==> config.mk <==
export PLATFORM = sky130hd
export DESIGN_NAME = jtframe_dipbank_flat
export DESIGN_NICKNAME = d
export VERILOG_FILES = /design/src/rtl/jtframe_dipbank_if.sv /design/src/rtl/jtframe_dipbank.sv /design/src/flat_wrapper.sv
export SDC_FILE = /design/constraint.sdc
export NUM_CORES = 1
export LEC_CHECK = 0
export ABC_AREA = 1
export ABC_CLOCK_PERIOD_IN_PS = 2610
export CAP_MARGIN = 20
export CORE_ASPECT_RATIO = 1.2
export CORE_UTILIZATION = 53
export CTS_CLUSTER_DIAMETER = 30
export DETAILED_ROUTE_END_ITERATION = 10
export PLACE_DENSITY = 0.77
export SLEW_MARGIN = 15
export SYNTH_ARGS = -nofsm -noshare
export SYNTH_HDL_FRONTEND = slang
export SYNTH_SLANG_ARGS = --single-unit
==> constraint.sdc <==
create_clock -name clk -period 2.61 [get_ports clk]
set_input_delay 0.3915 -clock clk [delete_from_list [all_inputs] [get_ports clk]]
set_output_delay 0.3915 -clock clk [all_outputs]
set_load 0.05 [all_outputs]
==> src/rtl/jtframe_dipbank_if.sv <==
// Download bus feeding the DIP bank: byte writes into the DIP region.
// master = download/OSD side, slave = DIP bank.
interface jtframe_dipbank_if #(
    parameter int AW = 4
) ();
    logic          dwn_en;
    logic          dwn_wr;
    logic [AW-1:0] dwn_addr;
    logic [7:0]    dwn_data;

    modport master (
        output dwn_en,
        output dwn_wr,
        output dwn_addr,
        output dwn_data
    );

    modport slave (
        input dwn_en,
        input dwn_wr,
        input dwn_addr,
        input dwn_data
    );
endinterface

==> src/rtl/jtframe_dipbank.sv <==
// Multi-byte DIP bank: shadow writes applied at vblank, settle reset, frame pause.
// Optional checksum byte at address BANKS: define JTFRAME_DIPBANK_CHK_EN.
module jtframe_dipbank #(
    parameter int               BANKS   = 4,
    parameter int               AW      = 4,
    parameter logic [8*BANKS-1:0] DEFAULT = '1,
    parameter int               SETTLE  = 2
) (
    input  logic                 clk,
    input  logic                 rst,
    input  logic                 vb_i,
    input  logic                 game_pause_i,
    jtframe_dipbank_if.slave     dwn,
    output logic [8*BANKS-1:0]   dip_sw_o,
    output logic                 dip_upd_o,
    output logic                 dip_rst_o,
    output logic                 dip_pause_o,
    output logic                 busy_o,
    output logic                 chk_err_o
);

    localparam int CW = (SETTLE > 1) ? $clog2(SETTLE + 1) : 1;

    typedef enum logic [2:0] {
        ST_IDLE,
        ST_LOAD,
        ST_PEND,
        ST_APPLY,
        ST_SETTLE
    } state_t;

    state_t             state_q;
    logic [8*BANKS-1:0] shadow_q;
    logic [8*BANKS-1:0] dip_sw_q;
    logic               dirty_q;
    logic [CW-1:0]      cnt_q;
    logic               vb_l_q;
    logic               dip_upd_q;
    logic               dip_rst_q;
    logic               dip_pause_q;
    logic               chk_err_q;

    logic vb_edge_d;
    logic wr_ok_d;
    logic chk_ok_d;

    assign vb_edge_d = vb_i & ~vb_l_q;
    assign wr_ok_d   = dwn.dwn_en & dwn.dwn_wr
                     & (dwn.dwn_addr < AW'(BANKS));

`ifdef JTFRAME_DIPBANK_CHK_EN
    logic [7:0] chk_q;
    logic [7:0] sum_d;

    // Running byte sum of the shadow, compared on window close
    always_comb begin
        sum_d = 8'd0;
        for (int i = 0; i < BANKS; i++) begin
            sum_d = sum_d + shadow_q[i*8 +: 8];
        end
    end

    // Checksum byte sits just past the last bank
    always_ff @(posedge clk or posedge rst) begin
        if (rst) begin
            chk_q <= 8'd0;
        end else if (dwn.dwn_en && dwn.dwn_wr
                     && dwn.dwn_addr == AW'(BANKS)) begin
            chk_q <= dwn.dwn_data;
        end
    end

    assign chk_ok_d = (sum_d == chk_q);
`else
    assign chk_ok_d = 1'b1;
`endif

    // Control FSM plus shadow/live registers and frame-synchronous pause
    always_ff @(posedge clk or posedge rst) begin
        if (rst) begin
            state_q     <= ST_IDLE;
            shadow_q    <= DEFAULT;
            dip_sw_q    <= DEFAULT;
            dirty_q     <= 1'b0;
            cnt_q       <= '0;
            vb_l_q      <= 1'b0;
            dip_upd_q   <= 1'b0;
            dip_rst_q   <= 1'b0;
            dip_pause_q <= 1'b1;
            chk_err_q   <= 1'b0;
        end else begin
            vb_l_q    <= vb_i;
            dip_upd_q <= 1'b0;
            if (vb_edge_d) begin
                dip_pause_q <= ~game_pause_i;
            end
            unique case (state_q)
                ST_IDLE: begin
                    if (dwn.dwn_en) state_q <= ST_LOAD;
                end
                ST_LOAD: begin
                    if (!dwn.dwn_en) begin
                        if (!dirty_q) begin
                            state_q <= ST_IDLE;
                        end else if (!chk_ok_d) begin
                            // Bad download: roll shadow back to live
                            shadow_q  <= dip_sw_q;
                            dirty_q   <= 1'b0;
                            chk_err_q <= 1'b1;
                            state_q   <= ST_IDLE;
                        end else begin
                            state_q <= ST_PEND;
                        end
                    end
                end
                ST_PEND: begin
                    // A reopened window beats a same-cycle vblank
                    if (dwn.dwn_en) begin
                        state_q <= ST_LOAD;
                    end else if (vb_edge_d) begin
                        state_q <= ST_APPLY;
                    end
                end
                ST_APPLY: begin
                    dip_sw_q  <= shadow_q;
                    dirty_q   <= 1'b0;
                    chk_err_q <= 1'b0;
                    if (shadow_q != dip_sw_q) begin
                        dip_upd_q <= 1'b1;
                        dip_rst_q <= 1'b1;
                        cnt_q     <= CW'(SETTLE);
                        state_q   <= ST_SETTLE;
                    end else begin
                        state_q <= ST_IDLE;
                    end
                end
                ST_SETTLE: begin
                    if (vb_edge_d) begin
                        if (cnt_q == CW'(1)) begin
                            dip_rst_q <= 1'b0;
                            cnt_q     <= '0;
                            if (dwn.dwn_en) begin
                                state_q <= ST_LOAD;
                            end else if (dirty_q) begin
                                state_q <= ST_PEND;
                            end else begin
                                state_q <= ST_IDLE;
                            end
                        end else begin
                            cnt_q <= cnt_q - CW'(1);
                        end
                    end
                end
                default: state_q <= ST_IDLE;
            endcase
            // Writes land last so they win over APPLY clearing dirty
            for (int i = 0; i < BANKS; i++) begin
                if (wr_ok_d && dwn.dwn_addr == AW'(i)) begin
                    shadow_q[i*8 +: 8] <= dwn.dwn_data;
                end
            end
            if (wr_ok_d) begin
                dirty_q <= 1'b1;
            end
        end
    end

    assign dip_sw_o    = dip_sw_q;
    assign dip_upd_o   = dip_upd_q;
    assign dip_rst_o   = dip_rst_q;
    assign dip_pause_o = dip_pause_q;
    assign busy_o      = (state_q != ST_IDLE);
    assign chk_err_o   = chk_err_q;

endmodule
==> src/flat_wrapper.sv <==
// flat-port wrapper written by rule: the top's interface ports become plain ports
module jtframe_dipbank_flat 
#(
    parameter int               BANKS   = 4,
    parameter int               AW      = 4,
    parameter logic [8*BANKS-1:0] DEFAULT = '1,
    parameter int               SETTLE  = 2
)
  (clk, rst, vb_i, game_pause_i, dip_sw_o, dip_upd_o, dip_rst_o, dip_pause_o, busy_o, chk_err_o, dwn_dwn_en, dwn_dwn_wr, dwn_dwn_addr, dwn_dwn_data);
  jtframe_dipbank_if #(.AW(AW)) dwn_i ();
  input  logic clk;
  input  logic rst;
  input  logic vb_i;
  input  logic game_pause_i;
  output logic [8*BANKS-1:0] dip_sw_o;
  output logic dip_upd_o;
  output logic dip_rst_o;
  output logic dip_pause_o;
  output logic busy_o;
  output logic chk_err_o;
  input wire logic [$bits(dwn_i.dwn_en)-1:0] dwn_dwn_en;
  input wire logic [$bits(dwn_i.dwn_wr)-1:0] dwn_dwn_wr;
  input wire logic [$bits(dwn_i.dwn_addr)-1:0] dwn_dwn_addr;
  input wire logic [$bits(dwn_i.dwn_data)-1:0] dwn_dwn_data;
  assign dwn_i.dwn_en = dwn_dwn_en;
  assign dwn_i.dwn_wr = dwn_dwn_wr;
  assign dwn_i.dwn_addr = dwn_dwn_addr;
  assign dwn_i.dwn_data = dwn_dwn_data;
  jtframe_dipbank #(.BANKS(BANKS), .AW(AW), .DEFAULT(DEFAULT), .SETTLE(SETTLE)) u_core (.clk(clk), .rst(rst), .vb_i(vb_i), .game_pause_i(game_pause_i), .dwn(dwn_i), .dip_sw_o(dip_sw_o), .dip_upd_o(dip_upd_o), .dip_rst_o(dip_rst_o), .dip_pause_o(dip_pause_o), .busy_o(busy_o), .chk_err_o(chk_err_o));
endmodule
* Word level (Yosys, flattened, before mapping)
Cells that the tools add are included.
W data, S select, Z words.
** Word-level totals
- Register bits after elaboration :: 74
- Input bits :: 18
- Output and inout port bits :: 37
- Logic and storage cells :: 72
** Operators by class
- Add/subtract/negate cells :: 1
- Magnitude comparators :: 1
- Equality and inequality tests :: 16
- Muxes and demuxes :: 24
- Bitwise logic cells :: 5
- Reductions and logical operators :: 13
** Operators with widths (number)
- $ne A32 B32 Y1 :: 1
- $mux W3 :: 8
- $pmux W3 S5 :: 1
- $eq A4 B2 Y1 const B :: 2
- $mux W1 :: 8
- $mux W2 :: 4
- $eq A3 B2 Y1 const B :: 2
- $ne A2 B1 Y1 const B :: 3
- $ne A3 B2 Y1 const B :: 2
- $reduce_bool A3 Y1 :: 2
- $reduce_and A5 Y1 :: 1
- $eq A4 B1 Y1 const B :: 1
- $logic_and A1 B1 Y1 :: 4
- $logic_not A4 Y1 :: 1
- $lt A4 B3 Y1 const B :: 1
- $ne A2 B2 Y1 const B :: 2
- $pmux W1 S2 :: 2
- $pmux W2 S2 :: 1
- $reduce_and A4 Y1 :: 1
- $and A1 B1 Y1 :: 3
- $eq A3 B1 Y1 const B :: 1
- $eq A3 B3 Y1 const B :: 1
- $logic_not A3 Y1 :: 1
- $reduce_and A3 Y1 :: 1
- 5 further kinds :: 6

* Depth between registers and ports, before layout
- Word-level depth :: 5
- Depth in mapped cells :: 11

* Worst setup path before layout
Ideal clock, no wire load.
- Path type :: reg-to-reg
- Start :: register u_core.dip_sw_q[16] (netlist: u_core.dip_sw_o[16])
- End :: register u_core.cnt_q[0]
- Arrival :: 1.474 ns
- Slack :: 1.071 ns
- Cell stages (with the launch flop) :: 10
- Path buffers :: 0
- Period minus slack after synthesis :: 1.539 ns
- Path through :: dfstp_2 -> xnor2_1 -> nand2_1 -> nor2_1 -> nand2_1 -> nor2_1 -> nand3_1 -> nand3_1 -> nand2_1 -> nand2_1
** Between the ends
- Cells in the longest elaborated chain, start to end :: 3
** Ends and longest elaborated chain
- from (decl) :: RTL line jtframe_dipbank.sv:34 : logic [8*BANKS-1:0] dip_sw_q;
- from (signal assigned) :: RTL line jtframe_dipbank.sv:125 : dip_sw_q <= shadow_q;
- $ne A32 B32 Y1 :: RTL line jtframe_dipbank.sv:128 : if (shadow_q != dip_sw_q) begin
- $ne A2 B1 Y1 (no line)
- $reduce_and A3 Y1 (no line)
- to (signal assigned) :: RTL line jtframe_dipbank.sv:131 : cnt_q <= CW'(SETTLE);
- to (signal assigned) :: RTL line jtframe_dipbank.sv:150 : cnt_q <= cnt_q - CW'(1);
- to (decl) :: RTL line jtframe_dipbank.sv:36 : logic [CW-1:0] cnt_q;
No other way between the ends.
A chain may end at the register's enable or synchronous reset.

* Worst setup path after layout
- Start :: register u_core.state_q[2]
- End :: output busy_o
** Between the ends
- Cells in the longest elaborated chain, start to end :: 1
** Ends and longest elaborated chain
- from (decl) :: RTL line jtframe_dipbank.sv:32 : state_t state_q;
- from (signal assigned) :: RTL line jtframe_dipbank.sv:81 : state_q <= ST_IDLE;
- from (signal assigned) :: RTL line jtframe_dipbank.sv:99 : if (dwn.dwn_en) state_q <= ST_LOAD;
- from (signal assigned) :: RTL line jtframe_dipbank.sv:104 : state_q <= ST_IDLE;
- $reduce_bool A3 Y1 :: RTL line jtframe_dipbank.sv:172 : assign busy_o = (state_q != ST_IDLE);
- to (decl) :: RTL line flat_wrapper.sv:19 : output logic busy_o;
No other way between the ends.

==> results by group <==
Yosys
  • Synthesis warning total: 0
  • Cells after Synth: 406
  • Share of the synthesized area in the top cell type: 0.499
  • Synth area leaders: dfstp_2 (50%), nand2_1 (19%), o21ai_0 (6.7%), dfrtp_1 (6.6%), xnor2_1 (5.4%)
  • Syn Std Cell Area: about 0.0034 mm^2
  • Post-Synthesis Net Count: roughly 430
  • Post-synthesis register bit count: 74
  • Number of distinct library cell variants in the gate-level netlist after synthesis: 25
  • Library cell occupying the most area in the post-synthesis netlist: dfstp_2
  • Mean instance size in the synthesized netlist: 8.43 um^2
  • Seq/Total Area, Yosys: 0.565

Floorplan
  • Placeable core region: 0.00613 mm^2
  • Horizontal die dimension: around 75 um
  • Std cell rows: 31
  • Overall die height: between 90 and 100 um
  • Die area: 0.00678 mm^2
  • Starting density of the core: 0.558
  • Total I/O pin count: between 50 and 60

Timing
  • Timing-limited maximum frequency: 0.454 GHz
  • Post-route clock period utilization: 0.843
  • Final setup violation count: 0
  • Final count of hold timing violations: 0
  • Transition time of the tightest slew-check pin: 0.588 ns
  • Max-slew violation count: 0
  • Worst setup skew after layout: around 0.011 ns
  • Worst hold slack after final layout: 0.432 ns
  • Setup repair after global routing missed its margin: no
  • Worst-case setup margin in the final layout: 0.409 ns
  • Total negative slack for setup checks: 0 ns
  • Relative slew slack: 0.607
  • Shortest clock period the worst path allows after layout: 2.20 ns

CTS
  • Maximum number of buffers from clock root to sink: 2
  • Clock-pin slew on the worst setup and hold paths: 0.08 ns
  • Clock tree root buffer cell: clkbuf_8
  • Post-CTS setup buffers: 0
  • Number of resized instances in the post-cts repair step: 0
  • Insertion delay of the later-clocked pin in the worst-skew pair: 0.35 ns
  • TritonCTS clock tree: done
  • Number of clock sinks seen by CTS: between 70 and 80
  • H-tree lvl count: 3
  • Hold-fix buffers, CTS: 0
  • Clock buffers created by TritonCTS: 9

Min path
  • Type of the tightest min-delay check: input pin to async pin

Power and ir drop
  • Worst ir drop on vdd: approximately 0.00076 V
  • Leak Pwr: 1.89 nW
  • Total power per unit cell area: 1300 mW/mm^2
  • Post-layout power: 5.53 mW

Setup path
  • Startpoint types: flop
  • CP required: between 2 and 2.5 ns
  • Slack of the worst reg-to-reg path: between 0.9 and 1 ns
  • CP Data Arrival Time: 1.81 ns
  • Worst R2R Path Depth: 9
  • Reg-to-reg critical path startpoint: u_core.dip_sw_o[24]
  • Kind of critical path: flop to output pin
  • Endpoint of the worst register-to-register path: u_core.cnt_q[1]
  • CP Max Fanout: 5
  • Endpoint class of the critical path: output pin

Route
  • Number of nets with antenna violations after routing: 0
  • Routed met3 length: roughly 270 um
  • Via-per-instance ratio: 4.97
  • Total detailed-routing wirelength: between 7000 and 8000 um
  • Detailed-route wire length on metal 1: 3080 um
  • Post-route DRC: 0
  • Initial DRC Count: 202
  • Initial DRT Pass Iterations: 4
  • Met2 Wirelength: between 3000 and 4000 um
  • Routed wire per std cell: 13.0 um
  • Top Layer Used: met4
  • Number of vias in the routed layout: 2,727

GRT
  • Pin count of the biggest net entering global routing: 75
  • Number of antenna violations at the first check in global routing: 0
  • First-pass GRT wire length: 11,900 um
  • Global-route total usage across every layer: 0.232
  • Remaining Overflow, GRT: 0
  • Vias in the first global route: 2,706

Run status
  • Result of the run: completed

Final layout
  • Count of inserted antenna diode cells: 0
  • Filler Cells Inserted: between 500 and 600
  • Layout cell share with drive strength beyond 1: 0.191
  • Final design instance area without fill: roughly 0.0042 mm^2
  • Layout overhead on the synthesized area: 24.1%
  • NumNets Final: 481

Placement
  • Final RePlAce weighted congestion: 0.775
  • Placed Area: 0.00403 mm^2
  • Total of buffers placed on input and output ports: 53
  • HPWL Detailed: 4990 um
  • Worst Setup Slack post-DPL: about 0.50 ns

Job
  • Number of max-cap violations: 0
flip-flops by register name, indices dropped and copies added, names as in the netlist:
name and flops:
u_core.cnt_q 2, u_core.dip_pause_o 1, u_core.dip_rst_o 1, u_core.dip_sw_o 32
u_core.dip_upd_o 1, u_core.dirty_q 1, u_core.shadow_q 32, u_core.state_q 3
u_core.vb_l_q 1
metal layers:
layer	GRT usage	up-vias
met5	0	-
met4	0.0910	0
met3	0.0493	11
met2	0.392	51
met1	0.281	1302
li1	-	1363
synth_stat cells:
cell type and instances:
buf_4 1, dfstp_2 65, nor4_1 1, nand4_1 2
nand2_2 1, nor2_1 12, o21ai_0 46, o21bai_1 1
ha_1 1, o2111ai_1 1, nor3_4 1, inv_2 1
a22oi_1 1, nor3_1 2, nand3_1 8, inv_1 41
nand2_1 177, conb_1 1, o21a_1 1, or2_2 1
buf_2 9, a21oi_1 1, xnor2_1 21, dfrtp_1 9
clkbuf_2 1
where the power goes:
part	leakage, nW	internal, mW	switching [mW]
clock network	0.112	0.518	0.415
logic	0.984	0.884	1.60
registers	0.790	1.76	0.349
total	1.89	3.17	2.36
how the worst max path moves through the flow:
stage / startpoint / to / slack (ns) / depth (start not counted)
global placement: dwn_dwn_en / u_core.shadow_q[24] / 0.56 / 5
finish: u_core.state_q[2] / busy_o / 0.41 / 3
floorplan: rst / u_core.cnt_q[0] / 0.44 / 1
detailed placement: dwn_dwn_en / u_core.shadow_q[9] / 0.50 / 5
CTS: u_core.state_q[2] / busy_o / 0.41 / 3
global route: u_core.state_q[2] / busy_o / 0.31 / 3
metrics by stage:
stage           util  cells
2_1_floorplan      -    406
3_3_place_gp   0.658    533
3_5_place_dp   0.658    533
4_1_cts        0.693    549
5_1_grt        0.693    549
6_report       0.693    549
kinds of logic (layout without fill, tap and decap cells):
| logic type | after synthesis | after routing | synth area share |
|---|---|---|---|
| and+or+nand+nor | 205 | 205 | 0.236 |
| DFF | 74 | 74 | 0.565 |
| buffers and inverters | 53 | 114 | 0.0629 |
| AOI/OAI and AO/OA | 51 | 51 | 0.0779 |
| xor gates and xnor gates | 21 | 21 | 0.0537 |
| adders and majority gates | 1 | 1 | 0.00366 |
| other | 1 | 1 | 0.00110 |
area by class of cell:
cell class	count	area (um^2)	share of cell area
clock buffer	12	165	0.0389
clock inverter	4	48.8	0.0115
inverter	42	158	0.0371
multi-input combinational	279	1270	0.300
sequential	74	1930	0.455
tap	82	103	0.0242
timing repair buffer	56	566	0.133
critical path, cell delays in order, from the launching register on:
cell and delay [ns]:
dfrtp_1 0.47, inv_1 0.09, nand2_1 0.09, clkdlybuf4s50_1 0.81
placed cells by master (no fill, tap or decap):
| cell | n |
|---|---|
| xnor2_1 | 21 |
| o21a_1 | 1 |
| nand3_1 | 8 |
| nor2_1 | 12 |
| buf_12 | 1 |
| clkbuf_8 | 12 |
| nor4_1 | 1 |
| clkinv_2 | 2 |
| o21bai_1 | 1 |
| clkdlybuf4s50_1 | 53 |
| a22oi_1 | 1 |
| conb_1 | 1 |
| nor3_4 | 1 |
| o2111ai_1 | 1 |
| buf_4 | 2 |
| dfrtp_1 | 9 |
| clkinv_4 | 1 |
| nand4_1 | 2 |
| o21ai_0 | 46 |
| nor3_1 | 2 |
| nand2_1 | 177 |
| dfstp_2 | 65 |
| bufinv_16 | 1 |
| nand2_2 | 1 |
| inv_1 | 40 |
| inv_2 | 2 |
| a21oi_1 | 1 |
| or2_2 | 1 |
| ha_1 | 1 |
No activity file was read; power rests on OpenSTA's default activity.
